===== src/rtl/blur_coeff_sequencer.sv =====
// blur_coeff_sequencer
// Recomputes the 5-tap symmetric Gaussian blur kernel once per frame during
// vertical blanking. A shared exponent unit produces the raw tap weights, a
// shared divider normalises them against the accumulated kernel sum, and the
// finished set is copied into coeffs in a single cycle so the blur datapath
// never sees a half-updated kernel.
//
// Ports
//   clk, rst_n            system clock, async active-low reset
//   h_count, v_count      raster position of the blur output stream
//   cutoff, force_update  control-panel blur setting / recompute request
//   exp_in_valid/value    request to the shared exponent unit
//   exp_out_valid/value   exponent unit result
//   div_in_valid, dividend, divisor, div_busy, div_out_valid, quotient
//                         request/result handshake with the shared divider
//   coeffs                committed taps, tap i at [8*i +: 8], tap 0 = centre
//   coeffs_updated        one-cycle pulse when a new set is committed
//   busy                  sequencer is not idle
//   error                 sticky: a shared unit failed to answer in time
//
// state    | meaning
// ---------+------------------------------------------------------------
// IDLE     | waiting for the blanking trigger
// EXP_REQ  | issue exponent request for tap k
// EXP_WAIT | waiting for the exponent result of tap k
// DIV_REQ  | waiting for the divider to be free, then issue tap k
// DIV_WAIT | waiting for the quotient of tap k
// COMMIT   | shadow set complete, waiting for blanking to publish it

module blur_coeff_sequencer #(
  parameter int H_ACTIVE       = 1280,
  parameter int V_ACTIVE       = 720,
  parameter int TIMEOUT_CYCLES = 1023
) (
  input  logic        clk,
  input  logic        rst_n,
  input  logic [10:0] h_count,
  input  logic [9:0]  v_count,
  input  logic [9:0]  cutoff,
  input  logic        force_update,
  output logic        exp_in_valid,
  output logic [12:0] exp_in_value,
  input  logic        exp_out_valid,
  input  logic [7:0]  exp_out_value,
  output logic        div_in_valid,
  output logic [15:0] dividend,
  output logic [15:0] divisor,
  input  logic        div_busy,
  input  logic        div_out_valid,
  input  logic [15:0] quotient,
  output logic [39:0] coeffs,
  output logic        coeffs_updated,
  output logic        busy,
  output logic        error
);

  localparam int WAIT_W = $clog2(TIMEOUT_CYCLES + 1);
  localparam logic [WAIT_W-1:0] WAIT_TOP = WAIT_W'(TIMEOUT_CYCLES - 1);
  localparam logic [39:0] COEFF_RESET = 40'h01_08_1B_38_48;

  typedef enum logic [2:0] {
    S_IDLE,
    S_EXP_REQ,
    S_EXP_WAIT,
    S_DIV_REQ,
    S_DIV_WAIT,
    S_COMMIT
  } state_t;

  state_t state, state_next;

  logic [2:0]        k;
  logic [10:0]       mult;
  logic [7:0]        shadow [5];
  logic [11:0]       sum;
  logic [9:0]        cutoff_q;
  logic              have_cutoff;
  logic              force_pending;
  logic [WAIT_W-1:0] wait_cnt;

  logic at_trigger, in_blanking, wait_done;
  logic launch, take_exp, fire_div, take_div, do_commit, abort, load_wait;

  assign at_trigger  = (h_count == 11'(H_ACTIVE)) && (v_count == 10'(V_ACTIVE));
  assign in_blanking = (v_count >= 10'(V_ACTIVE));
  assign wait_done   = (wait_cnt == '0);

  always_ff @(posedge clk or negedge rst_n) begin
    if (!rst_n) state <= S_IDLE;
    else        state <= state_next;
  end

  always_comb begin
    state_next = state;
    launch     = 1'b0;
    take_exp   = 1'b0;
    fire_div   = 1'b0;
    take_div   = 1'b0;
    do_commit  = 1'b0;
    abort      = 1'b0;
    load_wait  = 1'b0;
    case (state)
      S_IDLE: begin
        if (at_trigger && (!have_cutoff || (cutoff != cutoff_q) || force_pending)) begin
          launch     = 1'b1;
          state_next = S_EXP_REQ;
        end
      end
      S_EXP_REQ: begin
        load_wait  = 1'b1;
        state_next = S_EXP_WAIT;
      end
      S_EXP_WAIT: begin
        if (exp_out_valid) begin
          take_exp = 1'b1;
          if (k == 3'd4) begin
            load_wait  = 1'b1;
            state_next = S_DIV_REQ;
          end else begin
            state_next = S_EXP_REQ;
          end
        end else if (wait_done) begin
          abort      = 1'b1;
          state_next = S_IDLE;
        end
      end
      S_DIV_REQ: begin
        if (!div_busy) begin
          fire_div   = 1'b1;
          state_next = S_DIV_WAIT;
        end else if (wait_done) begin
          abort      = 1'b1;
          state_next = S_IDLE;
        end
      end
      S_DIV_WAIT: begin
        if (div_out_valid) begin
          take_div = 1'b1;
          if (k == 3'd4) begin
            state_next = S_COMMIT;
          end else begin
            load_wait  = 1'b1;
            state_next = S_DIV_REQ;
          end
        end else if (wait_done) begin
          abort      = 1'b1;
          state_next = S_IDLE;
        end
      end
      S_COMMIT: begin
        if (in_blanking) begin
          do_commit  = 1'b1;
          state_next = S_IDLE;
        end
      end
      default: state_next = S_IDLE;
    endcase
  end

  always_ff @(posedge clk or negedge rst_n) begin
    if (!rst_n) begin
      exp_in_valid   <= 1'b0;
      exp_in_value   <= '0;
      div_in_valid   <= 1'b0;
      dividend       <= '0;
      divisor        <= '0;
      coeffs         <= COEFF_RESET;
      coeffs_updated <= 1'b0;
      busy           <= 1'b0;
      error          <= 1'b0;
      k              <= '0;
      mult           <= '0;
      sum            <= '0;
      cutoff_q       <= '0;
      have_cutoff    <= 1'b0;
      force_pending  <= 1'b0;
      wait_cnt       <= '0;
      for (int i = 0; i < 5; i++) shadow[i] <= '0;
    end else begin
      exp_in_valid   <= (state == S_EXP_REQ);
      div_in_valid   <= fire_div;
      coeffs_updated <= do_commit;
      busy           <= (state_next != S_IDLE);

      // A request arriving on the launch cycle must survive for the next frame.
      if (launch)       force_pending <= 1'b0;
      if (force_update) force_pending <= 1'b1;

      if (launch) begin
        cutoff_q  <= cutoff;
        mult      <= 11'h080 + {2'b00, cutoff[9:1]};
        shadow[0] <= 8'hFF;
        sum       <= 12'h100;
        k         <= 3'd1;
      end

      if (state == S_EXP_REQ) exp_in_value <= {2'b00, mult} * {10'b0, k};

      if (take_exp) begin
        shadow[k] <= exp_out_value;
        sum       <= sum + {3'b000, exp_out_value, 1'b0};
        k         <= (k == 3'd4) ? 3'd0 : k + 3'd1;
      end

      if (fire_div) begin
        dividend <= {shadow[k], 8'h00};
        divisor  <= {4'h0, sum};
      end

      if (take_div) begin
        shadow[k] <= (quotient > 16'd255) ? 8'hFF : quotient[7:0];
        if (k != 3'd4) k <= k + 3'd1;
      end

      if (do_commit) begin
        coeffs      <= {shadow[4], shadow[3], shadow[2], shadow[1], shadow[0]};
        have_cutoff <= 1'b1;
      end

      if (abort) error <= 1'b1;

      // One budget per exponent tap; DIV_REQ and DIV_WAIT share one per tap.
      if (load_wait)
        wait_cnt <= WAIT_TOP;
      else if ((state == S_EXP_WAIT || state == S_DIV_REQ || state == S_DIV_WAIT) && !wait_done)
        wait_cnt <= wait_cnt - 1'b1;
    end
  end

endmodule


===== config.mk =====
export PLATFORM = sky130hd
export DESIGN_NAME = blur_coeff_sequencer
export DESIGN_NICKNAME = d
export VERILOG_FILES = /design/src/rtl/blur_coeff_sequencer.sv
export SDC_FILE = /design/constraint.sdc
export NUM_CORES = 1
export LEC_CHECK = 0
export ABC_AREA = 1
export ABC_CLOCK_PERIOD_IN_PS = 7400
export CELL_PAD_IN_SITES_DETAIL_PLACEMENT = 0
export CELL_PAD_IN_SITES_GLOBAL_PLACEMENT = 1
export CORE_MARGIN = 5
export CORE_UTILIZATION = 44
export CTS_BUF_LIST = sky130_fd_sc_hd__clkbuf_4
export CTS_CLUSTER_SIZE = 8
export DETAILED_ROUTE_END_ITERATION = 12
export HOLD_SLACK_MARGIN = 0.1
export PLACE_DENSITY = 0.93
export SYNTH_ARGS = -nofsm -noshare
export SYNTH_HDL_FRONTEND = slang
export SYNTH_SLANG_ARGS = --single-unit

===== constraint.sdc =====
create_clock -name clk -period 7.4 [get_ports clk]
set_input_delay 1.48 -clock clk [delete_from_list [all_inputs] [get_ports clk]]
set_output_delay 1.48 -clock clk [all_outputs]
set_load 0.005 [all_outputs]

# Yosys cells after proc, flatten, opt, wreduce, memory -nomap -nowiden
# Cells that the tools add are included.
[classes]
bitwise = 1
n_eq_ne = 10
addsub = 4
multipliers = 1
n_reduce_logical = 16
order_cmp = 4
n_mux = 51
[op_table]
columns = ["operator", "count"]
rows = [
  ["bitwise mux 40 bit", 2],
  ["2-to-1 mux 40 bit", 2],
  ["2-to-1 mux 8 bit", 5],
  ["2-to-1 mux 3 bit", 12],
  ["binary-select mux 8 bit (select 3 bit)", 1],
  ["demux 8 bit (select 3 bit)", 1],
  ["2-to-1 mux 12 bit", 2],
  ["2-to-1 mux 1 bit", 20],
  ["2-to-1 mux 10 bit", 2],
  ["one-hot mux 3 bit (6 select lines)", 1],
  ["greater-than comparator 16 x 8 -> 1 bit, second input constant", 1],
  ["multiplier 11 x 3 -> 13 bit", 1],
  ["adder 12 x 9 -> 12 bit", 1],
  ["equality test 11 bit, second input constant", 1],
  ["adder 8 x 9 -> 10 bit, first input constant", 1],
  ["equality test 10 bit, second input constant", 1],
  ["greater-or-equal comparator 10 bit, second input constant", 1],
  ["logical NOT 10 bit", 1],
  ["!= test 10 bit", 1],
  ["subtractor 10 x 1 -> 10 bit, second input constant", 1],
  ["equality test 3 bit, second input constant", 3],
  ["equality test 3 x 2 -> 1 bit, second input constant", 2],
  ["one-hot mux 1 bit (3 select lines)", 2],
  ["nonzero test 2 bit", 3],
  ["12 further kinds", 19],
]
[word_totals]
word_cells = 109
inputBits = 61
reg_bits = 169
out_inout_bits = 90

# Logic depth before layout (Yosys ltp)
# Gate-level depths: netlist of run 1.
[logic_depth]
ltp_word = 11
mapped_depth = 15
ltp_nobuf = 13

# Least setup slack after synthesis of run 1
# Ideal clock, no wire load.
[synth_path]
path_kind = "register to register"
from = "register k[2]"
to = "register exp_in_value[8]"
n_path_buf = 2
t_required_ns = 7.272
slack_ns = 4.626
setup_ns = 0.128
path_stages_with_launch = 15
period_less_slack_ns = 2.774
t_arrival_ns = 2.647
cell_sequence = "dfrtp_1 > clkbuf_2 > clkbuf_1 > nand2_1 > fa_1 > inv_1 > ha_1 > fa_1 > nand3_1 > nand2_1 > nand2_1 > nand2_1 > a21oi_1 > xor2_1 > o21ai_0"
[synth_via]
elab_chain_len = 1
[synth_lines]
columns = ["element", "line_no", "rtl"]
rows = [
  ["start, declared", "72", "logic [2:0] k;"],
  ["start signal, assigned", "202", "k <= (k == 3'd4) ? 3'd0 : k + 3'd1;"],
  ["start signal, assigned", "212", "if (k != 3'd4) k <= k + 3'd1;"],
  ["multiplier 11 x 3 -> 13 bit", "197", "if (state == S_EXP_REQ) exp_in_value <= {2'b00, mult} * {10'b0, k};"],
  ["end signal, assigned", "197", ""],
  ["end, declared", "42", "output logic [12:0] exp_in_value,"],
]
# Every way passes these cells.
# A chain may end at the register's enable or synchronous reset.

# Worst setup path after layout of run 1
[layout_path]
from = "input v_count[5]"
to = "register have_cutoff"
[layout_via]
elab_chain_len = 3
[layout_lines]
columns = ["element", "line_no", "rtl"]
rows = [
  ["start, declared", "38", "input logic [9:0] v_count,"],
  ["greater-or-equal comparator 10 bit", "85", "assign in_blanking = (v_count >= 10'(V_ACTIVE));"],
  ["2-to-1 mux 1 bit", "151", "if (in_blanking) begin"],
  ["2-to-1 mux 1 bit", "102", "case (state)"],
  ["end signal, assigned", "175", "have_cutoff <= 1'b0;"],
  ["end signal, assigned", "217", "have_cutoff <= 1'b1;"],
  ["end, declared", "77", "logic have_cutoff;"],
]
# Every way passes these cells.

==> summary.md, run 1 <==
| Metric | Value |
|---|---|
| Status | finished clean |
| Overall die width | between 150 and 200 µm |
| Sequential element share of the synthesized area | 0.455 |
| Most frequent cells in the layout | nand2_1 (315), inv_1 (161), dfrtp_1 (148) |
| Drt pass-1 iters | 5 |
| Initial Util | 0.448 |
| Synth Area in Adders | 0.0570 |
| Post-Synthesis Cells | 1119 |
| Setup violators final | 0 |
| Fmax | about 0.31 GHz |
| Area of the mapped netlist | 8780 µm² |
| Switching share of power | 0.392 |
| Worst Tran Pin Value | 0.968 ns |
| Layout Nets | ~1.3k |
| Ys Warns | 0 |
| Clock group share of total power | 0.192 |
| Flop pwr share | 0.446 |
| Site Rows | 51 |
| Synth Area in Compound Gates | 0.146 |
| Final Instance Area | approximately 11000 µm² |
| Xor/xnor share of the synthesized area | 0.0120 |
| Largest net degree at the start of global routing | 85 |
| Arrival @ worst endpoint | between 3 and 4 ns |
| Mux contribution to synthesized area | 0 |
| Max-cap violations | 0 |
| Flops & latches, synth | 159 |
| CTS H-tree depth | 4 |
| Count of pins over their slew limit | 0 |
| Total grt overflow | 0 |
| Initial antenna violation count | 1 |
| Syn_area_per_cell | between 7 and 8 µm² |
| First-pass GRT wire length | between 30 and 40 mm |
| Worst-Skew Late Latency | around 0.57 ns |
| Cts repair resizes | 0 |
| Critical Path Fanout Max | 67 |
| Clk_skew | 0.0212 ns |
| Fillers | between 1.5k and 2k |
| Simple-gate portion of the synthesized area | 0.228 |
| Largest family of logic cells by synthesized area | simple AND/OR/NAND/NOR gates |
| Longest Clk Path Bufs | 2 |
| P_sw | between 1000 and 1500 µW |
| Die area | 22900 µm² |
| Core outline area | 19600 µm² |
| Die H | around 150 µm |
| Peak supply drop | just under 0.2 mV |
| Area of the multi-input gates | just under 4000 µm² |
| Vias | a little under 8k |
| Final core occ | 0.542 |
| Logic pwr share | 0.362 |
| Sequential Area | about 4000 µm² |
| IO buf count | 137 |
| Final ANT Viol Nets | 0 |
| Crit share post-route | 0.433 |
| Total wire length | about 24 mm |
| GP Congestion | just under 0.9 |
| Vias in the first global route | roughly 7.6k |
| Final Hold Vio Count | 0 |
| Setup crit start kind | primary input |
| Pwr/cell area | approximately 280 nW/µm² |
| Area Overhead vs Synth | 20.8% |
| Clock Root Buffer | clkbuf_4 |
| Area after DPL | slightly above 10000 µm² |
| Critical Path RT | 7.86 ns |
| Clock transition at the registers of the reported paths | 0.15 ns |
| TritonCTS Sinks | approximately 160 |
| CTS buffer count | 17 |
| Wire per inst | 15.6 µm |
| Worst Hold Class | reg -> reg |
| GRT Resource Usage Total | 0.214 |
| Most common cell after layout, fill and taps aside | nand2_1 |
| RSZ-0062 raised after global routing | no |
| Vias per cell | a little over 5 |
| Leakage | around 0.0051 µW |
| Netlist cell types | 44 |
| DP Wirelength | 17.6 mm |
| Crit path capture type | flip-flop |
| Critical path class | in -> reg |
| TNS Setup | 0 ns |
| Min Tclk post-route | 3.20 ns |
| Pint | 1780 µW |
| I/O pin count | between 150 and 200 |
| TritonCTS clock tree | built |
| Hold buffers post-CTS | 0 |
| Initial DRC count | approximately 550 |
| Slew headroom | 0.354 |
| DRC violations left | 0 |
| Post-CTS setup buffer count | 0 |
| Layout cells sized above 1 | 0.0596 |
==> cell type report <==
type	count	area share
Clock inverter	14	0.0160
Antenna cell	1	0.000236
Multi-Input combinational cell	759	0.372
Timing Repair Buffer	140	0.132
Clock buffer	18	0.0127
Tap cell	265	0.0313
Inverter	169	0.0598
Sequential cell	159	0.376
==> routing by layer <==
metal / share of wire / track usage
met4: 0.014 / 0.0490
met2: 0.47 / 0.345
met1: 0.44 / 0.294
met5: 0 / 0
met3: 0.076 / 0.0503
==> critical path, cell delays in order <==
cell,delay [ns]
clkdlybuf4s50_1,0.42
o21ai_0,0.27
nand2_1,0.10
nand2_2,0.06
buf_4,0.46
inv_1,0.43
or2_2,0.39
==> power by group through the flow <==
stage | combinational [µW] | clock [µW] | sequential [µW]
floorplan | 676 | 0 | 1260
global placement | 1030 | 0 | 1320
detailed placement | 1050 | 0 | 1320
CTS | 1060 | 577 | 1300
global route | 1210 | 618 | 1340
finish | 1060 | 565 | 1310
==> final timing paths <==
kind                            start         endpoint  slack (ns)  depth (start not counted)
setup / recovery           v_count[5]      have_cutoff        4.20                          7
hold / removal             coeffs[13]       coeffs[13]        0.48                          2
setup reg to reg                 k[2]  exp_in_value[8]        4.37                         12
hold reg to reg            coeffs[13]       coeffs[13]        0.48                          2
max in group asynchronous       rst_n           sum[1]        4.95                          2
min in group asynchronous       rst_n  exp_in_value[4]        0.95                          1
==> flip-flops by register name, summed over array words and instances (netlist names) <==
signal / cells
busy: 1
coeffs: 40
coeffs_updated: 1
cutoff_q: 10
div_in_valid: 1
dividend: 8
divisor: 11
error: 1
exp_in_valid: 1
exp_in_value: 13
force_pending: 1
have_cutoff: 1
k: 3
mult: 3
shadow: 40
state: 3
sum: 11
wait_cnt: 10
==> logic make-up (layout without fill, tap and decap cells) <==
logic type               after synthesis  in the layout
AND/OR/NAND/NOR                      470            470
AO/OA/AOI/OAI                        230            230
buffers and inverters                213            341
flip-flops                           159            159
adder cells (fa/ha/maj)               34             34
XOR/XNOR                              12             12
other                                  1             14
==> synth_stat cells, drive strengths merged <==
cell type | count | area [µm²]
a22oi | 3 | 22.5
a21boi | 2 | 15.0
inv | 167 | 627
o22ai | 8 | 50.1
nand4 | 14 | 103
clkbuf | 6 | 23.8
a21oi | 51 | 255
nor3 | 10 | 72.6
clkinv | 2 | 7.51
fa | 10 | 200
o211ai | 23 | 173
o21bai | 3 | 22.5
o21a | 1 | 7.51
nor3b | 1 | 7.51
dfstp | 11 | 289
xnor2 | 4 | 35.0
conb | 1 | 3.75
nand2 | 319 | 1210
dfrtp | 148 | 3700
or2 | 4 | 25.0
ha | 24 | 300
nor2 | 70 | 310
a41oi | 3 | 26.3
a2bb2oi | 1 | 8.76
o21ai | 125 | 626
a31oi | 4 | 25.0
buf | 38 | 236
nand3 | 50 | 263
nor4 | 2 | 12.5
xor2 | 8 | 70.1
a221oi | 5 | 43.8
o31ai | 1 | 7.51
==> through the flow <==
step	power, µW	hold slack, ns	worst slack, ns	std cells
3_3_place_gp	2350	0.454	3.63	1492
6_report	2930	0.481	4.20	1525
4_1_cts	2940	0.487	4.20	1524
2_1_floorplan	1930	0.456	4.63	1131
3_5_place_dp	2370	0.458	3.59	1492
5_1_grt	3170	0.522	4.10	1525
Power figures use the tool's default switching activity.
==> run 2, diff against run 1 <==
Settings changed: ABC_CLOCK_PERIOD_IN_PS 7400 to 3200, CORE_UTILIZATION 44 to 40, PLACE_DENSITY 0.93 to 0.86.
Clock period 7.4 ns to 3.2 ns, I/O delays scaled along.
==> run 2 against run 1 <==
Utilization is 4.8 points lower; count of clock-buffer cells in the layout is 1 higher; register-to-register slack worse by 4.0 ns; largest power group unchanged; worst hold slack worse by 0.0015 ns; cell count is 1.8% higher; critical path depth is 5 higher; clock skew is 0.0071 ns higher; critical endpoint is now exp_in_value[8].
==> summary.md, run 2 (synthesized netlist as in run 1, its figures left out) <==
| Metric | Value |
|---|---|
| Critical path class | reg -> reg |
| Fmax | ~0.36 GHz |
| Core outline area | 21700 µm² (+11%) |
| Hold_sp | coeffs[13] |
| Final ANT Viol Nets | 0 (unchanged) |
| CTS buffer count | 17 (unchanged) |
| Die H | 158 µm (+4.6%) |
| Vias | 7745 (-1.0%) |
| Count of pins over their slew limit | 0 (unchanged) |
| Most used cell, CP | nand2_1 |
| Clock transition at the registers of the reported paths | 0.15 ns (about the same) |
| Wire per inst | 15.7 µm (+0.20%) |
| Hold Slack | 0.480 ns (-0.00146 ns) |
| Fillers | 2162 (+16%) |
| Clock Root Buffer | clkbuf_4 |
| Layout Nets | 1353 (+0.89%) |
| Largest net degree at the start of global routing | 70 (-18%) |
| Drt pass-1 iters | 5 (unchanged) |
| Crit share post-route | 0.879 |
| Overall die width | 158 µm (+4.6%) |
| TNS Setup | 0 ns (unchanged) |
| Final Instance Area | 10700 µm² (+0.91%) |
| Die area | 25000 µm² (+9.3%) |
| Inst Count DP | 1518 (+1.7%) |
| Setup crit start kind | flip-flop |
| TritonCTS clock tree | built |
| DP Wirelength | 18.1 mm (+3.4%) |
| Longest Clk Path Bufs | 2 (unchanged) |
| DRC violations left | 0 (unchanged) |
| R2r setup slk | 0.39 ns (-3.98 ns) |
| Area Overhead vs Synth | 21.9% |
| Cell Chain, Critical Path | nand2_1 -> fa_1 -> inv_1 -> ha_1 -> fa_1 -> nand3_1 -> nand2_1 -> nand2_1 -> nand2_1 -> a21oi_1 -> xor2_1 -> o21ai_0 |
| Finished Layout Cells | 1552 (+1.8%) |
| IO buf count | 137 (unchanged) |
| Critical R2R Capture | exp_in_value[8] |
| Most common cell after layout, fill and taps aside | nand2_1 |
| Worst Tran Pin Value | 0.692 ns (-0.276 ns) |
| CP peak stage delay | 0.66 ns (+0.20 ns) |
| Hold Path Depth | 2 (unchanged) |
| Layout cells sized above 1 | 0.0669 (+0.00731) |
| Leakage | 0.00514 µW (+0.95%) |
| Pwr Total | 6730 µW (+130%) |
| Critical Path RT | 3.65 ns (-4.21 ns) |
| Total grt overflow | 0 (unchanged) |
| Worst Hold Class | reg -> reg |
| Crit path capture type | flip-flop |
| GP Congestion | 0.896 (+3.2%) |
| Initial Util | 0.405 (-0.0434) |
| Initial DRC count | 442 (-20%) |
| Arrival @ worst endpoint | 3.27 ns (-0.40 ns) |
| Endpoint, Worst Hold | coeffs[13] |
| Slowest cell on crit path | dfrtp_1 |
| Area after DPL | 10400 µm² (+1.1%) |
| Worst r2r src | k[1] |
| I/O pin count | 151 (unchanged) |
| Worst-Skew Late Latency | 0.58 ns (about the same) |
| First-pass GRT wire length | 38.8 mm (+0.77%) |
| Critical Path Fanout Max | 15 (-78%) |
| TritonCTS Sinks | 159 (unchanged) |
| Peak supply drop | 0.368 mV (+90%) |
| Most frequent cells in the layout | nand2_1 (315), inv_1 (161), dfrtp_1 (148) |
| Setup violators final | 0 (unchanged) |
| Pwr/cell area | 629 nW/µm² (+130%) |
| Top Registers | coeffs (40), shadow (40), exp_in_value (13) |
| Status | finished clean |
| R2R depth | 12 (unchanged) |
| Initial antenna violation count | 1 (unchanged) |
| Clk_skew | 0.0283 ns (+0.00712 ns) |
| Min Tclk post-route | between 2 and 3 ns |
| Vias per cell | 4.99 (-2.7%) |
| GRT Resource Usage Total | 0.197 (-0.0173) |
| Final Hold Vio Count | 0 (unchanged) |
| Total wire length | 24.3 mm (+2.0%) |
| CTS H-tree depth | 4 (unchanged) |
| Post-CTS setup buffer count | 0 (unchanged) |
| Vias in the first global route | 7440 (-2.1%) |
| Slew headroom | 0.537 (+0.182) |
| RSZ-0062 raised after global routing | no |
| Site Rows | 54 (+5.9%) |
| Max-cap violations | 0 (unchanged) |
## run 2: critical path: cells and delay by family, from the launching register on
kind	cells	cell delay [ns]
AOI/OAI and AO/OA	2	0.22
xor gates and xnor gates	1	0.15
adders and majority gates	3	1.17
buffers and inverters	1	0.04
DFF	1	0.66
and+or+nand+nor	5	0.46
## run 2: layout make-up
type                    count  area [µm²]  area share
well taps                 280         350      0.0327
repair buffers            152        1500       0.140
inverters                 169         634      0.0593
multi-input cells         759        3940       0.368
clock inverters            13         140      0.0131
clock buffers              19         143      0.0133
flip-flops and latches    159        3990       0.373
diodes                      1        2.50    0.000234
## run 2: power breakdown
part           switching (µW)  internal [µW]
sequential                440           2570
combinational            1410           1070
clock                     754            482
total                    2610           4120
## run 2: per-layer routing
layer	part of all wire	GRT usage	vias up
li1	-	-	3863
met1	0.46	0.270	3614
met2	0.46	0.312	231
met3	0.055	0.0339	37
met4	0.024	0.0739	0
met5	0	0	-
## run 2: through the flow
step                      setup WS (ns)   util
after floorplan                   0.426      -
after global placement            0.452  0.480
after detailed placement          0.419  0.480
after CTS                         0.398  0.493
after global routing              0.140  0.494
final                             0.388  0.494
## run 2: how the worst max path moves through the flow
stage               from              end  slack [ns]  cells after the start
finish              k[1]  exp_in_value[8]        0.39                     12
global route        k[1]  exp_in_value[9]        0.14                     11
CTS                 k[1]  exp_in_value[8]        0.40                     12
detailed placement  k[1]  exp_in_value[8]        0.42                     12
global placement    k[1]  exp_in_value[8]        0.45                     12
floorplan           k[2]  exp_in_value[8]        0.43                     14
## run 2: repair_timing
item / 4_1_cts / 5_1_grt
endpoints found under the hold margin: 58 / 0
hold buffers: 1 / 0
gates resized for setup: 0 / 0
==> run 3, diff against run 2 <==
Settings changed: ABC_CLOCK_PERIOD_IN_PS 3200 to 2900.
Clock period 3.2 ns to 2.9 ns, I/O delays scaled along.
==> run 3 against run 2 <==
Register-to-register slack got worse by 0.13 ns; via count increased by 1.8%; utilization increased by 0.32 points; first-iteration DRC count increased by 32%; setup slack got worse by 0.13 ns; total power increased by 11%; sequential power increased by 9.0%; sequential cell count unchanged; count of clock-buffer cells in the layout unchanged; largest cell class unchanged; clock power increased by 10%; combinational power increased by 14%.
==> summary.md, run 3 (synthesized netlist as in run 1, its figures left out) <==
| Metric | Value |
|---|---|
| Status | finished clean |
| TritonCTS Sinks | 159 (unchanged) |
| RSZ-0062 raised after global routing | no |
| Crit path capture type | flip-flop |
| Critical R2R Capture | exp_in_value[9] |
| Layout Nets | 1363 (+0.74%) |
| I/O pin count | 151 (unchanged) |
| R2R depth | 11 (-1) |
| Arrival @ worst endpoint | 3.14 ns (-0.13 ns) |
| Met1 global-route usage | 0.283 (+0.0126) |
| Initial DRC count | 582 (+32%) |
| Max-cap violations | 0 (unchanged) |
| Count of pins over their slew limit | 0 (unchanged) |
| Critical Path Fanout Max | 13 (-2) |
| Longest Clk Path Bufs | 2 (unchanged) |
| Pwr/cell area | 694 nW/µm² (+10%) |
| Crit share post-route | 0.911 (+0.0323) |
| IO buf count | 137 (unchanged) |
| R2r setup slk | 0.26 ns (-0.13 ns) |
| Vias | 7884 (+1.8%) |
| Critical path class | reg -> reg |
| Fillers | 2143 (-0.88%) |
| Vias per cell | 5.05 (+1.2%) |
| Site Rows | 54 (unchanged) |
| Most common cell after layout, fill and taps aside | nand2_1 |
| Min Tclk post-route | 2.64 ns (-0.170 ns) |
| TNS Setup | 0 ns (unchanged) |
| Final ANT Viol Nets | 0 (unchanged) |
| Crit path launch | k[2] |
| Die area | 25000 µm² (unchanged) |
| Initial antenna violation count | 1 (unchanged) |
| Crit path buf inv count | 2 (+1) |
| Hold buffers post-CTS | 1 (unchanged) |
| Most frequent cells in the layout | nand2_1 (315), inv_1 (161), dfrtp_1 (148) |
| Clock Root Buffer | clkbuf_4 |
| TritonCTS clock tree | built |
| CTS buffer count | 17 (unchanged) |
| GRT met3 Usage | 0.0413 (+0.00738) |
| Slew headroom | 0.600 (+0.0629) |
| Hold_sp | coeffs[19] |
| Post-CTS setup buffer count | 0 (unchanged) |
| Area Overhead vs Synth | 22.7% |
| Wire per inst | 16.1 µm (+2.5%) |
| GP Congestion | 0.892 (-0.46%) |
| Peak supply drop | 0.412 mV (+12%) |
| Worst-Skew Late Latency | 0.59 ns (about the same) |
| Vias in the first global route | 7640 (+2.7%) |
| Fmax | 0.379 GHz (+6.4%) |
| Total wire length | 25.1 mm (+3.0%) |
| Overall die width | 158 µm (unchanged) |
| Setup violators final | 0 (unchanged) |
| DP Wirelength | 18.5 mm (+2.0%) |
| Most used cell, CP | nand2_1 |
| Final core occ | 0.497 (+0.00323) |
| GRT Resource Usage Total | 0.205 (+0.00867) |
| Cell Chain, Critical Path | buf_4 -> nand2_1 -> fa_1 -> inv_1 -> ha_1 -> a21oi_1 -> a21boi_0 -> o21bai_1 -> nand2_1 -> nand2_1 -> o21ai_0 |
| Core outline area | 21700 µm² (unchanged) |
| Global-route track usage on met2 | 0.333 (+0.0214) |
| Leakage | 0.00519 µW (+0.90%) |
| Clock transition at the registers of the reported paths | 0.14 ns (about the same) |
| First-pass GRT wire length | 40.4 mm (+4.0%) |
| Largest net degree at the start of global routing | 67 (-4.3%) |
| Busiest grt layer | met2 |
| Worst r2r src | k[2] |
| Endpoint, Worst Hold | coeffs[19] |
| Worst Tran Pin Value | 0.600 ns (-0.0918 ns) |
| Largest delay share family, worst path | adder cells |
| CP peak stage delay | 0.54 ns (-0.12 ns) |
| DRC violations left | 0 (unchanged) |
| Cts repair resizes | 0 (unchanged) |
| Initial Util | 0.405 (unchanged) |
| Final Hold Vio Count | 0 (unchanged) |
| Layout cells sized above 1 | 0.0727 (+0.00578) |
| Clk_skew | 0.0321 ns (+0.00374 ns) |
| Total grt overflow | 0 (unchanged) |
| Slowest cell on crit path | fa_1 |
| Levels on crit path | 11 (-1) |
| Worst Hold Class | reg -> reg |
| CTS H-tree depth | 4 (unchanged) |
| Setup crit start kind | flip-flop |
| Critical Path RT | 3.40 ns (-0.25 ns) |
| Hold Path Depth | 2 (unchanged) |
| Drt pass-1 iters | 6 (+1) |
| Top Registers | coeffs (40), shadow (40), exp_in_value (13) |
| Die H | 158 µm (unchanged) |
## run 3: metal layers
layer / wire length, µm / part of all wire
met2: 11900 / 0.48
met4: 331 / 0.013
met3: 1510 / 0.060
met5: 0 / 0
met1: 11300 / 0.45
## run 3: worst register-to-register path, delay by kind of cell (launching register included)
kind	cells	cell delay [ns]
fa+ha+maj	2	0.88
simple gates	3	0.21
buf+inv	2	0.26
compound gates	4	0.79
flops	1	0.43
## run 3: layout make-up
class,count,area (µm²),share of cell area
flip-flops and latches,159,3990,0.371
multi-input cells,759,3940,0.366
repair buffers,162,1580,0.146
clock inverters,12,135,0.0125
well taps,280,350,0.0325
diodes,1,2.50,0.000232
inverters,169,634,0.0589
clock buffers,19,143,0.0132
## run 3: worst max-delay path by stage
stage                      endpoint  slack, ns
finish              exp_in_value[9]       0.26
global route        exp_in_value[9]      0.007
CTS                 exp_in_value[9]       0.24
detailed placement           sum[9]       0.28
global placement             sum[9]       0.34
floorplan           exp_in_value[8]       0.13
## run 3: through the flow
| step | cells | hold slack (ns) | area, µm² | power (µW) | setup slack [ns] |
|---|---|---|---|---|---|
| 6_report | 1561 | 0.481 | 10800 | 7470 | 0.258 |
| 5_1_grt | 1561 | 0.495 | 10800 | 8050 | 0.00740 |
| 4_1_cts | 1560 | 0.484 | 10800 | 7520 | 0.239 |
| 3_5_place_dp | 1528 | 0.459 | 10500 | 6140 | 0.279 |
| 3_3_place_gp | 1528 | 0.454 | 10500 | 6070 | 0.335 |
| 2_1_floorplan | 1131 | 0.284 | 8830 | 4930 | 0.126 |
## run 3: report_power, final
group          total, µW  switching, µW  internal (µW)
combinational       2830           1610           1220
sequential          3280            444           2830
clock               1370            836            531
